$ cat src/rtl/uart_tx.sv
// uart_tx: buffered 8N1 serial transmitter.
// Bytes are queued in a small FIFO and shifted out LSB first, one bit every
// CLKS_PER_BIT clocks. Queued frames follow each other with no idle clock
// between the stop bit of one frame and the start bit of the next.
module uart_tx #(
    parameter int CLKS_PER_BIT = 217,
    parameter int FIFO_DEPTH   = 4
) (
    input  logic       i_Clk,
    input  logic       i_Rst,
    input  logic       i_TX_DV,
    input  logic [7:0] i_TX_Byte,
    output logic       o_TX_Ready,
    output logic       o_TX_Serial,
    output logic       o_TX_Active,
    output logic       o_TX_Done
);

    localparam int DATA_W = 8;
    localparam int CNT_W  = $clog2(CLKS_PER_BIT);
    localparam int PTR_W  = $clog2(FIFO_DEPTH);

    localparam logic [CNT_W-1:0] CNT_LAST  = CNT_W'(CLKS_PER_BIT - 1);
    localparam logic [PTR_W:0]   FIFO_FULL = (PTR_W + 1)'(FIFO_DEPTH);

    typedef enum logic [1:0] {
        IDLE  = 2'd0,
        START = 2'd1,
        DATA  = 2'd2,
        STOP  = 2'd3
    } state_t;

    // ------------------------------------------------------------------
    // FIFO storage and bookkeeping
    // ------------------------------------------------------------------
    logic [DATA_W-1:0] fifo_mem [FIFO_DEPTH];
    logic [PTR_W-1:0]  wr_ptr;
    logic [PTR_W-1:0]  rd_ptr;
    logic [PTR_W:0]    fifo_cnt;
    logic              fifo_empty;
    logic              push;
    logic              pop;

    // Ready is decoded from the registered count, so a write landing on a
    // full FIFO is ignored even if the transmitter pops in the same cycle.
    assign o_TX_Ready = (fifo_cnt != FIFO_FULL);
    assign fifo_empty = (fifo_cnt == '0);
    assign push       = i_TX_DV && o_TX_Ready;

    // FIFO payload storage; data only, so it carries no reset.
    always_ff @(posedge i_Clk) begin
        if (push) begin
            fifo_mem[wr_ptr] <= i_TX_Byte;
        end
    end

    // FIFO pointers and occupancy; pointers wrap naturally at FIFO_DEPTH.
    always_ff @(posedge i_Clk or posedge i_Rst) begin
        if (i_Rst) begin
            wr_ptr   <= '0;
            rd_ptr   <= '0;
            fifo_cnt <= '0;
        end else begin
            if (push) begin
                wr_ptr <= wr_ptr + 1'b1;
            end
            if (pop) begin
                rd_ptr <= rd_ptr + 1'b1;
            end
            case ({push, pop})
                2'b10:   fifo_cnt <= fifo_cnt + 1'b1;
                2'b01:   fifo_cnt <= fifo_cnt - 1'b1;
                default: fifo_cnt <= fifo_cnt;
            endcase
        end
    end

    // ------------------------------------------------------------------
    // Frame sequencer
    // ------------------------------------------------------------------
    state_t            state_q;
    state_t            state_d;
    logic [CNT_W-1:0]  cnt_q;
    logic [CNT_W-1:0]  cnt_d;
    logic [2:0]        idx_q;
    logic [2:0]        idx_d;
    logic [DATA_W-1:0] shift_q;
    logic [DATA_W-1:0] shift_d;
    logic              serial_d;
    logic              bit_end;

    assign bit_end = (cnt_q == CNT_LAST);

    // Sequencer state, bit timer, bit index and registered line level.
    always_ff @(posedge i_Clk or posedge i_Rst) begin
        if (i_Rst) begin
            state_q     <= IDLE;
            cnt_q       <= '0;
            idx_q       <= '0;
            o_TX_Serial <= 1'b1;
        end else begin
            state_q     <= state_d;
            cnt_q       <= cnt_d;
            idx_q       <= idx_d;
            o_TX_Serial <= serial_d;
        end
    end

    // Frame shift register; loaded from the FIFO head on every pop.
    always_ff @(posedge i_Clk) begin
        shift_q <= shift_d;
    end

    // Next-state, FIFO pop and next line level; the line level is derived
    // from the next state so the start bit appears on the same edge that
    // pops the byte.
    always_comb begin
        state_d  = state_q;
        cnt_d    = bit_end ? '0 : cnt_q + 1'b1;
        idx_d    = idx_q;
        shift_d  = shift_q;
        pop      = 1'b0;
        serial_d = 1'b1;

        case (state_q)
            IDLE: begin
                cnt_d = '0;
                if (!fifo_empty) begin
                    pop     = 1'b1;
                    shift_d = fifo_mem[rd_ptr];
                    state_d = START;
                end
            end
            START: begin
                if (bit_end) begin
                    idx_d   = '0;
                    state_d = DATA;
                end
            end
            DATA: begin
                if (bit_end) begin
                    if (idx_q == 3'd7) begin
                        state_d = STOP;
                    end else begin
                        idx_d = idx_q + 3'd1;
                    end
                end
            end
            STOP: begin
                if (bit_end) begin
                    if (!fifo_empty) begin
                        pop     = 1'b1;
                        shift_d = fifo_mem[rd_ptr];
                        state_d = START;
                    end else begin
                        state_d = IDLE;
                    end
                end
            end
            default: begin
                state_d = IDLE;
                cnt_d   = '0;
            end
        endcase

        case (state_d)
            IDLE:    serial_d = 1'b1;
            START:   serial_d = 1'b0;
            DATA:    serial_d = shift_d[idx_d];
            STOP:    serial_d = 1'b1;
            default: serial_d = 1'b1;
        endcase
    end

    assign o_TX_Active = (state_q != IDLE);
    assign o_TX_Done   = (state_q == STOP) && bit_end;

endmodule

$ cat config.mk
export PLATFORM = sky130hd
export DESIGN_NAME = uart_tx
export DESIGN_NICKNAME = d
export VERILOG_FILES = /design/src/rtl/uart_tx.sv
export SDC_FILE = /design/constraint.sdc
export NUM_CORES = 1
export LEC_CHECK = 0
export BUFFER_PORTS_ARGS = -buffer_cell sky130_fd_sc_hd__buf_4
export CORE_MARGIN = 3
export CORE_UTILIZATION = 38
export DETAILED_ROUTE_END_ITERATION = 10
export PLACE_DENSITY_LB_ADDON = 0.08
export SLEW_MARGIN = 20
export SYNTH_ARGS = -nofsm -noshare
export SYNTH_HDL_FRONTEND = slang
export SYNTH_SLANG_ARGS = --single-unit
$ cat constraint.sdc
create_clock -name i_Clk -period 5.35 [get_ports i_Clk]
set_clock_uncertainty 0.05 [all_clocks]
set_input_delay 1.07 -clock i_Clk [delete_from_list [all_inputs] [get_ports i_Clk]]
set_output_delay 1.07 -clock i_Clk [all_outputs]
set_load 0.01 [all_outputs]
=== After elaboration in Yosys (flattened, before gate mapping) ===
Memories as Yosys holds them, arrays and structs flattened.
Cells that the tools add are included.

* Bits of input ports: 11
* RAM bits: 32
* Output and inout bits: 4
* Bits in read-only memories: 0
* Memories: 1
* Bits in registers: 29
* Latch bits: 0
* Logic and storage cells: 60

* Shift-type cells: 0
* Equal/unequal tests: 11
* $add $sub $neg: 6
* $mul: 0
* Reduce and logical (&&, ||, !) cells: 8
* Mux-type cells: 25
* Div/mod/pow operators: 0
* Order comparisons: 1
* Bitwise gates (word level): 0

{| class="wikitable"
|+ Memories
! memory !! depth !! bits a word !! read ports !! clocked after memory_dff !! write ports !! line !! source
|-
| fifo_mem || 4 || 8 || 1 || 0 || 1 || 36 || <nowiki>logic [DATA_W-1:0] fifo_mem [FIFO_DEPTH];</nowiki>
|}

{| class="wikitable"
|+ Operators with widths
! cell !! count
|-
| 8-bit 2-to-1 mux || 4
|-
| 8-bit one-hot mux with 2 select lines || 1
|-
| 3-bit one-hot mux with 2 select lines || 2
|-
| 2-bit equality test (second input constant) || 5
|-
| 2-bit 2-to-1 mux || 5
|-
| 3-bit 2-to-1 mux || 3
|-
| 8-bit by 1-bit adder with 8-bit output (second input constant) || 1
|-
| 8-bit equality test (second input constant) || 1
|-
| 2-bit one-hot mux with 4 select lines || 1
|-
| 3-bit by 1-bit adder with 3-bit output (second input constant) || 2
|-
| 2-bit by 1-bit equality test with 1-bit output (second input constant) || 3
|-
| 1-bit 2-to-1 mux || 6
|-
| 2-bit by 1-bit adder with 2-bit output (second input constant) || 2
|-
| 2-bit logical NOT || 2
|-
| 3-bit by 4-bit < comparator with 1-bit output (second input constant) || 1
|-
| 2-bit nonzero test || 2
|-
| 1-bit binary-select mux with 3-bit select || 1
|-
| 3-bit equality test (second input constant) || 1
|-
| 3-bit logical NOT || 1
|-
| 3-bit != test (second input constant) || 1
|-
| 1-bit one-hot mux with 3 select lines || 1
|-
| 3-bit by 1-bit subtractor with 3-bit output (second input constant) || 1
|-
| 1-bit logical AND || 2
|-
| 1-bit one-hot mux with 2 select lines || 1
|-
| 2-bit OR reduction || 1
|}

=== Depth between registers and ports, before layout ===
* Depth in word-level cells: 7
* Gate-level depth with buffers: 13
* Depth with buffers taken out: 11

=== Worst setup path before layout ===
No wires, ideal clock.

* Path type: flip-flop to flip-flop
* Start: register state_q[0]
* End: register fifo_cnt[2]
* Clock period less this slack: 2.564 ns
* Setup time: 0.079 ns
* Arrival: 2.435 ns
* Path slack: 2.786 ns
* Cell stages (with the launch flop): 14
* Path buffers: 2
* Data required time: 5.221 ns
* Cell sequence: dfrtp_1 -> inv_1 -> ha_1 -> clkbuf_1 -> inv_1 -> o31ai_1 -> and2_1 -> buf_4 -> ha_1 -> inv_1 -> fa_1 -> xor2_1 -> nor2_1 -> xor2_1

* Longest elaborated chain between the ends: 4
* Elaborated cells between the ends (all ways): 7
* Those cells by class: eq/ne: 3; mux: 2; reduce/logical: 2

{| class="wikitable"
|+ Ends and longest elaborated chain
! element !! line !! source
|-
| start: declaration || 81 || <nowiki>state_t state_q;</nowiki>
|-
| start signal: assignment || 102 || <nowiki>state_q <= state_d;</nowiki>
|-
| 2-bit equality test / 2-bit logical NOT (equally long branches) || 125 || <nowiki>case (state_q)</nowiki>
|-
| 1-bit one-hot mux with 2 select lines (*) || 125 ||
|-
| via pop || 42 || <nowiki>logic pop;</nowiki>
|-
| 2-bit by 1-bit equality test with 1-bit output / 2-bit equality test (equally long branches) || 70 || <nowiki>case ({push, pop})</nowiki>
|-
| 3-bit one-hot mux with 2 select lines / 2-bit nonzero test (equally long branches) || - ||
|-
| end signal: assignment || 71 || <nowiki>2'b10: fifo_cnt <= fifo_cnt + 1'b1;</nowiki>
|-
| end signal: assignment || 72 || <nowiki>2'b01: fifo_cnt <= fifo_cnt - 1'b1;</nowiki>
|-
| end signal: assignment || 73 || <nowiki>default: fifo_cnt <= fifo_cnt;</nowiki>
|-
| end: declaration || 39 || <nowiki>logic [PTR_W:0] fifo_cnt;</nowiki>
|}

The timed path passes the listed nets; every way through them passes the cells marked *.
A chain may end at the register's enable or synchronous reset.

=== Worst setup path in the final report ===
* Start: register state_q[0]
* End: register fifo_cnt[2]

* Longest elaborated chain between the ends: 4
* Elaborated cells between the ends (all ways): 7
* Those cells by class: eq/ne: 3; mux: 2; reduce/logical: 2

{| class="wikitable"
|+ Ends and longest elaborated chain
! element !! line
|-
| 2-bit equality test / 2-bit logical NOT (equally long branches) || 125
|-
| 1-bit one-hot mux with 2 select lines (*) || 125
|-
| 2-bit by 1-bit equality test with 1-bit output / 2-bit equality test (equally long branches) || 70
|-
| 3-bit one-hot mux with 2 select lines / 2-bit nonzero test (equally long branches) || -
|}

Every way passes the cells marked *; elsewhere a longest branch is shown, timed or not.

==> reports/summary.txt <==
Pleak = 1.28 nW
R2r setup slk = 2450 ps
Post-DP HPWL = 3700 µm
Sequential fraction of the synthesis area = 0.583
Final setup fails = 0
WS Path Type = register to register
Total track usage = 0.134
TritonRoute pass-1 iters = 5
CP Launch Type = register
Worst Hold Depth = 1
Commonest non-fill, non-tap cell in the layout = edfxtp_1
Post-Route WL = 5170 µm
Unrepaired setup endpoints after global routing = false
Yosys cell types = 48
Hold endpoint = shift_q[2]$_DFF_P_
TNS Setup = 0 ps
Post-synth EDFFs = 32
Die height = 92.2 µm
Final ANT Viol Nets = 0
CTS buffer count = 9
DP Area = 3010 µm²
Cells after Synth = 209
Num rows = 30
Hold_buf cts = 0
Fmax = 345 MHz
Post-cts sizing count = 0
Layout cell share with drive strength beyond 1 = 0.229
Core Area = 7020 µm²
Hold_sp = shift_q[2]$_DFF_P_
Commonest non-fill, non-tap cells in the layout = 32 x edfxtp_1, 20 x dfrtp_1, 18 x inv_1, 15 x ha_1, 14 x buf_4
Worst Path Max Fanout = 10
Global-route wire length before repair = 8730 µm
Most common flop cell mapped by yosys = edfxtp_1
Via/cell ratio = 5.14
Total grt overflow = 0
IR drop worst, VDD = 0.210 mV
GPL Wtd Cong = 0.844
RR Startpoint = state_q[0]$_DFF_PP0_
Initial core utilization = 0.403
WP data arrival = 3100 ps
Clk Latency, worst-skew pair = 330 ps
Setup bufs post-CTS = 0
Port Buffer Count = 14
Mapped Area = 2830 µm²
Reg-to-reg endpoint = fifo_cnt[2]$_DFFE_PP0P_
Clock buffer depth = 2
Post-synth ARST share = 0.344
Slew HR = 0.428
Clock slew at reported path FFs = 60 ps
Synthesized flop and latch total = 61
Period utilization = 0.542
Syn avg cell area = 13.5 µm²
ANT cells = 0
Clk sink count = 61
Synthesized Nets = 236
Setup WS post-layout = 2450 ps
Vias in the first global route = 1735
FF-to-FF path depth = 11
Area Growth Syn to Fin = 13.4%
Initial antenna violation count = 0
H-tree level count = 3
Pin count of the biggest net entering global routing = 22
Root buf cell = clkbuf_8
CTS tree = yes
Outcome = completed
Final slew viol count = 0
Minimum clock period = 2900 ps
CP required = 5550 ps
Iter 0 DRT Violations = 82
Max-cap viol count = 0
Least-Margin Pin Slew = 857 ps
CP endpoint kind = register
Synth Warn # = 0
Die area = 8510 µm²
Io pins = 15
Wire length per cell = 15.8 µm
Final Hold Fails = 0
Die Width = 92.2 µm
DR DRC count = 0
Final net count = 253
DR vias = 1682
Power Density = 354 nW/µm²
Place WS = 2470 ps
Design Area, Final = 3200 µm²
Worst min path class = register to register
## cell usage after synthesis (3+ instances only)
| cell type | instances | area share |
|---|---|---|
| dfxtp_1 | 8 | 0.057 |
| a22o_2 | 6 | 0.021 |
| o211ai_1 | 3 | 0.0080 |
| nand2_1 | 12 | 0.016 |
| inv_1 | 18 | 0.024 |
| edfxtp_1 | 32 | 0.34 |
| xnor2_1 | 5 | 0.015 |
| nor2_1 | 5 | 0.0066 |
| buf_2 | 3 | 0.0053 |
| and2_1 | 3 | 0.0066 |
| and3_1 | 5 | 0.011 |
| clkbuf_1 | 3 | 0.0040 |
| dfrtp_1 | 20 | 0.18 |
| nand3_1 | 7 | 0.012 |
| ha_1 | 15 | 0.066 |
| mux4_2 | 8 | 0.064 |
| xor2_1 | 7 | 0.022 |
| nor3_1 | 9 | 0.016 |
| o21ai_0 | 7 | 0.012 |
## layer usage
metal / routed length (µm) / vias up / share of wire / global-route usage
li1: - / 795 / - / -
met1: 2420 / 837 / 0.47 / 0.177
met2: 2470 / 44 / 0.48 / 0.210
met3: 208 / 6 / 0.040 / 0.0394
met4: 68 / 0 / 0.013 / 0.0495
met5: 0 / - / 0 / 0
## stage by stage
stage / utilization / total power (W) / hold slack, ps / cells
after floorplan: - / 0.000702 / 390 / 209
after detailed placement: 0.429 / 0.000763 / 414 / 311
after CTS: 0.457 / 0.00115 / 431 / 327
final: 0.457 / 0.00114 / 424 / 327
after global placement: 0.429 / 0.000748 / 408 / 311
after global routing: 0.457 / 0.00120 / 436 / 327
## cell families after synthesis
kind of cell    Yosys count  share of synthesized area
xor+xnor                 12                     0.0372
compound gates           32                     0.0903
flops                    61                      0.583
fa+ha+maj                16                     0.0735
mux                      11                     0.0761
simple gates             51                      0.103
buf+inv                  26                     0.0372
## cell type report
cell class,instances,area [µm²]
clock buffer,9,124
clock inverter,7,66.3
fill,645,3810
inverter,18,67.6
multi-input combinational,122,1070
sequential,61,1650
tap,96,120
timing repair buffer,14,105
## critical path, cell delays in order, from the launching register on
cell,delay [ps]
dfrtp_1,430
inv_1,150
ha_1,400
inv_1,120
o31ai_1,130
and2_1,430
ha_1,270
inv_1,70
fa_1,380
xor2_1,150
nor2_1,110
xor2_1,150
## power breakdown
part           switching (W)  internal [W]  leakage, nW
Sequential         0.0000266      0.000568        0.619
Combinational      0.0000936     0.0000617        0.564
Clock               0.000173      0.000212       0.0987
Total               0.000294      0.000842         1.28
## state kept, by name, summed over array words and instances, names as in the netlist
register / count
shift_q: 8
state_q: 2
wr_ptr: 2
rd_ptr: 2
cnt_q: 8
fifo_mem: 32
idx_q: 3
fifo_cnt: 3
o_TX_Serial: 1
## worst max path at each step
stage / from / end / slack (ps) / cells past startpoint
detailed placement: state_q[0]$_DFF_PP0_ / fifo_cnt[2]$_DFFE_PP0P_ / 2470 / 11
global placement: state_q[0]$_DFF_PP0_ / fifo_cnt[2]$_DFFE_PP0P_ / 2600 / 11
global route: cnt_q[0]$_DFF_PP0_ / o_TX_Serial$_DFF_PP1_ / 2190 / 10
floorplan: state_q[0]$_DFF_PP0_ / fifo_cnt[2]$_DFFE_PP0P_ / 2790 / 13
finish: state_q[0]$_DFF_PP0_ / fifo_cnt[2]$_DFFE_PP0P_ / 2450 / 11
CTS: state_q[0]$_DFF_PP0_ / fifo_cnt[2]$_DFFE_PP0P_ / 2440 / 11
Note: power is estimated with default switching activity, not from simulation.
